File: src/rtl/keypad_scanner.sv
// 4x4 keypad scanner: column drive, 2-flop row sync, press/release debounce, one valid pulse per key.
// Latency: 2 + scan slot (<=4*SCAN_DIV) + DEBOUNCE_CNT cycles to key_valid; no backpressure, pulse is fire-and-forget.
module keypad_scanner #(
    parameter int SCAN_DIV     = 1000,
    parameter int DEBOUNCE_CNT = 20000
) (
    input  logic       clk,
    input  logic       reset,
    input  logic [3:0] row,
    output logic [3:0] shift_col,
    output logic [3:0] key_value,
    output logic       key_valid,
    output logic       key_held
);

    localparam int DIV_W = (SCAN_DIV > 1) ? $clog2(SCAN_DIV) : 1;
    localparam int DEB_W = (DEBOUNCE_CNT > 1) ? $clog2(DEBOUNCE_CNT) : 1;
    localparam logic [DIV_W-1:0] DIV_LAST = DIV_W'(SCAN_DIV - 1);
    // Counter value whose increment lands on DEBOUNCE_CNT-1; together with the
    // sample that caused entry this gives DEBOUNCE_CNT stable samples.
    localparam logic [DEB_W-1:0] DEB_LAST = DEB_W'(DEBOUNCE_CNT - 2);

    typedef enum logic [1:0] {
        SCAN     = 2'd0,
        DEBOUNCE = 2'd1,
        PRESSED  = 2'd2,
        RELEASE  = 2'd3
    } state_t;

    state_t           state;
    logic [1:0]       rst_sync;
    logic             rst_n;
    logic [3:0]       row_meta;
    logic [3:0]       row_s;
    logic [3:0]       row_cap;
    logic [DIV_W-1:0] div_cnt;
    logic [DEB_W-1:0] deb_cnt;

    function automatic logic one_low(input logic [3:0] r);
        return (r == 4'b1110) || (r == 4'b1101) || (r == 4'b1011) || (r == 4'b0111);
    endfunction

    function automatic logic [1:0] low_idx(input logic [3:0] v);
        logic [1:0] idx;
        idx = 2'd0;
        case (v)
            4'b1101: idx = 2'd1;
            4'b1011: idx = 2'd2;
            4'b0111: idx = 2'd3;
            default: idx = 2'd0;
        endcase
        return idx;
    endfunction

    function automatic logic [3:0] key_code(input logic [3:0] r, input logic [3:0] c);
        logic [3:0] code;
        code = 4'h0;
        case ({low_idx(r), low_idx(c)})
            4'h0: code = 4'h1;
            4'h1: code = 4'h2;
            4'h2: code = 4'h3;
            4'h3: code = 4'hA;
            4'h4: code = 4'h4;
            4'h5: code = 4'h5;
            4'h6: code = 4'h6;
            4'h7: code = 4'hB;
            4'h8: code = 4'h7;
            4'h9: code = 4'h8;
            4'hA: code = 4'h9;
            4'hB: code = 4'hC;
            4'hC: code = 4'hE;
            4'hD: code = 4'h0;
            4'hE: code = 4'hF;
            default: code = 4'hD;
        endcase
        return code;
    endfunction

    // Reset asserts immediately but releases on a clock edge.
    always_ff @(posedge clk or negedge reset) begin
        if (!reset) begin
            rst_sync <= 2'b00;
        end else begin
            rst_sync <= {rst_sync[0], 1'b1};
        end
    end
    assign rst_n = rst_sync[1];

    always_ff @(posedge clk or negedge rst_n) begin
        if (!rst_n) begin
            row_meta <= 4'hF;
            row_s    <= 4'hF;
        end else begin
            row_meta <= row;
            row_s    <= row_meta;
        end
    end

    always_ff @(posedge clk or negedge rst_n) begin
        if (!rst_n) begin
            state     <= SCAN;
            div_cnt   <= '0;
            deb_cnt   <= '0;
            row_cap   <= 4'hF;
            shift_col <= 4'b1110;
            key_value <= 4'h0;
            key_valid <= 1'b0;
            key_held  <= 1'b0;
        end else begin
            key_valid <= 1'b0;
            case (state)
                SCAN: begin
                    if (div_cnt == DIV_LAST) begin
                        div_cnt <= '0;
                        if (one_low(row_s)) begin
                            row_cap <= row_s;
                            deb_cnt <= '0;
                            state   <= DEBOUNCE;
                        end else begin
                            shift_col <= {shift_col[2:0], shift_col[3]};
                        end
                    end else begin
                        div_cnt <= div_cnt + DIV_W'(1);
                    end
                end
                DEBOUNCE: begin
                    if (row_s != row_cap) begin
                        div_cnt <= '0;
                        state   <= SCAN;
                    end else if (deb_cnt == DEB_LAST) begin
                        key_valid <= 1'b1;
                        key_value <= key_code(row_cap, shift_col);
                        key_held  <= 1'b1;
                        state     <= PRESSED;
                    end else begin
                        deb_cnt <= deb_cnt + DEB_W'(1);
                    end
                end
                PRESSED: begin
                    // Rolling onto another key while held is deliberately ignored.
                    if (row_s == 4'hF) begin
                        deb_cnt <= '0;
                        state   <= RELEASE;
                    end
                end
                RELEASE: begin
                    if (row_s != 4'hF) begin
                        deb_cnt <= '0;
                    end else if (deb_cnt == DEB_LAST) begin
                        key_held  <= 1'b0;
                        div_cnt   <= '0;
                        shift_col <= {shift_col[2:0], shift_col[3]};
                        state     <= SCAN;
                    end else begin
                        deb_cnt <= deb_cnt + DEB_W'(1);
                    end
                end
                default: state <= SCAN;
            endcase
        end
    end

endmodule

File: config.mk
export PLATFORM = sky130hd
export DESIGN_NAME = keypad_scanner
export DESIGN_NICKNAME = d
export VERILOG_FILES = /design/src/rtl/keypad_scanner.sv
export SDC_FILE = /design/constraint.sdc
export NUM_CORES = 1
export LEC_CHECK = 0
export ABC_CLOCK_PERIOD_IN_PS = 2800
export BUFFER_PORTS_ARGS = -buffer_cell sky130_fd_sc_hd__buf_2
export CAP_MARGIN = 20
export CORE_UTILIZATION = 65
export CTS_CLUSTER_DIAMETER = 50
export CTS_CLUSTER_SIZE = 16
export DETAILED_ROUTE_END_ITERATION = 8
export PLACE_DENSITY = 0.84
export SYNTH_ARGS = -nofsm -noshare
export SYNTH_HDL_FRONTEND = slang
export SYNTH_SLANG_ARGS = --single-unit
File: constraint.sdc
create_clock -name clk -period 2.8 [get_ports clk]
set_input_delay 0.56 -clock clk [delete_from_list [all_inputs] [get_ports clk]]
set_output_delay 0.56 -clock clk [all_outputs]
set_load 0.05 [all_outputs]
; Word level (Yosys, flattened, before mapping)
; Memories as Yosys holds them, arrays and structs flattened. A register that Yosys moved wholly into a read port is not among the register bits.
; Index checks and enable logic that the tools add are counted.
; Widths: inputs -> output; s select.
[totals]
regBits = 47
rom_bits = 64
inputBits = 6
output_inout_bits = 10
word_cells = 98
mem_count = 1
[op_classes]
add_sub_neg = 2
n_eq_ne = 28
muxes = 41
bitwise = 1
reduce_logical = 15
[memory_table]
columns = memory, words, width, rd, rd_clocked_by_memory_dff, write_ports, line
row1 = (no name shown), 16, 4, 1, 1, 0, 58  ; case ({low_idx(r), low_idx(c)})
[ops]
columns = op, n
row1 = $mux 15, 6
row2 = $pmux 15 s4, 1
row3 = $mux 10, 4
row4 = $eq 4x4->1 const B, 8
row5 = $pmux 10 s3, 1
row6 = $mux 2, 13
row7 = $ne 2x2->1 const B, 9
row8 = $mux 4, 4
row9 = $add 15x1->15 const B, 1
row10 = $eq 15x15->1 const B, 1
row11 = $eq 4x3->1 const B, 3
row12 = $pmux 2 s3, 2
row13 = $add 10x1->10 const B, 1
row14 = $eq 10x10->1 const B, 1
row15 = $reduce_and 5->1, 2
row16 = $pmux 2 s4, 1
row17 = $pmux 4 s2, 1
row18 = $reduce_and 4->1, 2
row19 = $mux 1, 7
row20 = $reduce_and 3->1, 2
row21 = $reduce_and 6->1, 1
row22 = $eq 2x2->1 const B, 2
row23 = $ne 4x4->1, 1
row24 = $ne 4x4->1 const B, 1
row25 = other kinds (9), 12

; Longest topological paths before layout
[depth]
depth_word = 7
mapped_depth = 8

; Least setup slack after synthesis
; Ideal clock, no wire load.
[synth_path]
kind = reg2reg
startpoint = reg deb_cnt[0]
endpoint = reg shift_col[0]
setup_time_ns = 0.125
arrival_time_ns = 2.207
t_required_ns = 2.675
path_slack_ns = 0.468
path_stages_with_launch = 9
path_buffers = 1
period_less_slack_ns = 2.332
cell_sequence = dfrtp_1 -> inv_1 -> ha_1 -> or4b_1 -> nor4_1 -> buf_2 -> nand4_1 -> o31ai_2 -> mux2_2
[synth_via]
elab_chain_cells = 3
[synth_rtl]
columns = item, line
row1 = from (decl), 37  ; logic [DEB_W-1:0] deb_cnt;
row2 = from (signal assigned), 136  ; deb_cnt <= deb_cnt + DEB_W'(1);
row3 = from (signal assigned), 155  ; deb_cnt <= deb_cnt + DEB_W'(1);
row4 = $eq 15x15->1, 149  ; end else if (deb_cnt == DEB_LAST) begin
row5 = $ne 2x2->1 (no line), --
row6 = $reduce_and 5->1 (no line), --
row7 = to (signal assigned), 120  ; shift_col <= {shift_col[2:0], shift_col[3]};
row8 = to (signal assigned), 152  ; shift_col <= {shift_col[2:0], shift_col[3]};
row9 = to (decl), 10  ; output logic [3:0] shift_col,
; No other way between the ends.
; A chain may end at the register's enable or synchronous reset.

; Final worst setup path
[layout_path]
startpoint = reg deb_cnt[0]
endpoint = reg div_cnt[4]
[layout_via]
elab_chain_cells = 3
[layout_rtl]
columns = item, line
row1 = $eq 15x15->1, 149
row2 = $ne 2x2->1 (no line), --
row3 = $reduce_and 4->1 (no line), --
row4 = to (signal assigned), 123  ; div_cnt <= div_cnt + DIV_W'(1);
row5 = to (decl), 36  ; logic [DIV_W-1:0] div_cnt;
; No other way between the ends.

==> impl_results.md <==
- Number of CTS-inserted buffers: 5
- R2r endpoint: div_cnt[4]
- Ys Warns: 0
- Post-CTS Resized: 0
- Commonest non-fill, non-tap cell in the layout: dfrtp_1
- Pre-antenna DRT Iters: 5
- Pint: 988 uW
- Area grow syn2layout: 8.97%
- Post-DR vias/cell: 6.38
- Post-synthesis cell count: 273
- Core ar.: 0.00403 mm^2
- # setup viols final: 0
- Grt ovf: 0
- MaxCap Viol Count: 0
- Via count: 2164
- DRC Markers: 0
- Iteration-0 DRC Markers: 157
- Syn_nets: 287
- Dominant cell type by area after synthesis: dfrtp_1
- Antenna violations before repair: 0
- Layout Nets: 302
- Static leakage power: 0.00139 uW
- Clock power share: 0.370
- Status: complete, no violations
- Antenna fix cells: 0
- Metal2 WL: 2570 um
- Share of layout cells above drive strength 1: 0.218
- Worst reg2reg setup slack: 280 ps
- IO Count: 16
- Period utilization: 0.901
- # port buffers: 15
- R2r worst-path depth: 7
- CP Launch Type: flop
- Core Util, Final: 0.739
- Placer Congestion: 0.857
- Final Hold Vio Count: 0
- Gr usage total: 0.272
- Synthesis-stage register bit count: 51
- Pin count of the biggest net entering global routing: 50
- CP endpoint kind: flop
- Clk sink count: 51
- Synth area leaders: dfrtp_1 (33%), dfstp_2 (14%), mux2_2 (5.4%)
- H-tree Lvls: 2
- Worst vdd ir: 0.000331 V
- Clk_skew: 11.4 ps
- Setup TNS: 0 ps
- Fmax: 0.396 GHz
- Row count: 23
- Fillers: 302
- Worst reg2reg path startpoint: deb_cnt[0]
- ANT nets after route: 0
- Width of the die: 66.8 um
- Async SR Flop Fraction: 1.00
- Switching power: 270 uW
- Synth cell types: 45
- Maximum fanout along the worst path: 6
- Setup CP Type: reg -> reg
- Worst relative slew slack: 0.482
- Highest-count cells in the layout ignoring fill and taps: dfrtp_1 (35), nand2_1 (19), a31oi_1 (19)
- Die H: 66.8 um
- Top routing layer in use: met4
- CTS tree: yes
- Final Slew Violations: 0
- Sequential power share: 0.606
- Post-synthesis sequential area ratio: 0.474
- Req. time, crit path: 3000 ps
- Register area: 0.00130 mm^2
- Initial Util: 0.678
- Post-DR wirelength/cell: 15.9 um
- HP Class: in -> async
- Power Density: 422 mW/mm^2
- CTS max path bufs: 2
- Skew-Pair Late Insertion Delay: 310 ps
- Mapped Area: 0.00273 mm^2
- Vias in the first global route: 2011
- Switch share: 0.215
- Post-synth EDFFs: 0
- CP endpoint: div_cnt[4]
- Die ar.: 0.00447 mm^2
- Worst-margin pin slew: 771 ps
- Post-DP HPWL: 3730 um
- Fin crit period: 2520 ps
- Global-route wire length before repair: 8960 um
- Root Driver: clkbuf_8
- Setup crit start: deb_cnt[0]
- Worst-path clk slew: 90 ps
- Avg Inst Size Synth: 10.0 um^2
- # hold bufs at CTS: 0
- Area of the multi-input gates: 0.00136 mm^2
- Post CTS Setup Buffer Count: 0
- Critical path arrival: 2730 ps
- Yosys top cell area share: 0.330
- Met3 wire length: 272 um
- Final wirelength: 5410 um
- Comb power frac: 0.024
- Unrepaired setup endpoints after global routing: no
- Main flop type after synthesis: dfrtp_1
- Met1 Routed Length: 2430 um
-- layout make-up --
class / instances / area share
Sequential cell: 51 / 0.435
Timing Repair Buffer: 21 / 0.0445
Inverter: 8 / 0.0101
Clock buffer: 8 / 0.0336
Multi-Input combinational cell: 201 / 0.455
Tap cell: 50 / 0.0210
-- logic make-up after synthesis --
group,after synthesis,share of synthesized area
xor gates and xnor gates,10,0.0321
DFF,51,0.474
buffers and inverters,21,0.0298
other,1,0.00137
and+or+nand+nor,93,0.182
AOI/OAI and AO/OA,69,0.165
adders and majority gates,8,0.0366
muxes,20,0.0792
-- through the flow --
stage	total power (uW)	instances	cell area (um^2)	hold slack (ps)	setup slack, ps
3_5_place_dp	803	330	2860	342	299
2_1_floorplan	791	273	2730	264	468
3_3_place_gp	801	330	2860	335	367
5_1_grt	1290	339	2980	18.4	147
4_1_cts	1260	338	2960	20.0	279
6_report	1260	339	2980	22.7	277
-- critical path, stage by stage, from the launching register on --
cell and delay (ps):
dfrtp_1 440, inv_1 100, ha_1 130, or4b_1 470, or4_4 590, o21ai_2 210, nand2_1 120, a221o_1 350
-- power groups by stage --
stage	clock network [uW]	logic, uW	registers [uW]
4_1_cts	467	17.8	771
5_1_grt	493	34.8	763
3_5_place_dp	0	17.7	785
2_1_floorplan	0	18.2	773
3_3_place_gp	0	17.0	784
6_report	465	30.7	761
-- synthesized netlist by cell type (all sizes together), types with 4 or more instances --
master	number
a41oi	4
and2	7
nor2	16
a21oi	13
nand3	11
clkbuf	11
mux2i	7
mux2	13
dfstp	15
o21ai	17
a31oi	19
and3	11
nor4	4
xor2	9
inv	8
dfrtp	36
ha	8
nand2	19
nor3	8
-- flip-flops by register name, summed over array words and instances (netlist names), named ones only --
signal,count
row_cap,4
state,1
deb_cnt,15
key_valid,1
key_value,4
row_meta,4
shift_col,4
div_cnt,10
key_held,1
row_s,4
rst_sync,2
-- metal layers --
layer  global-route usage  vias up
met5                    0        -
li1                     -     1028
met4                0.144        0
met2                0.422       74
met3               0.0411       11
met1                0.366     1051
-- how the worst min path moves through the flow --
stage,to
2_1_floorplan,rst_sync[0]
3_5_place_dp,rst_sync[1]
3_3_place_gp,rst_sync[0]
6_report,rst_sync[1]
4_1_cts,rst_sync[1]
5_1_grt,rst_sync[1]
Power figures use the tool's default switching activity.
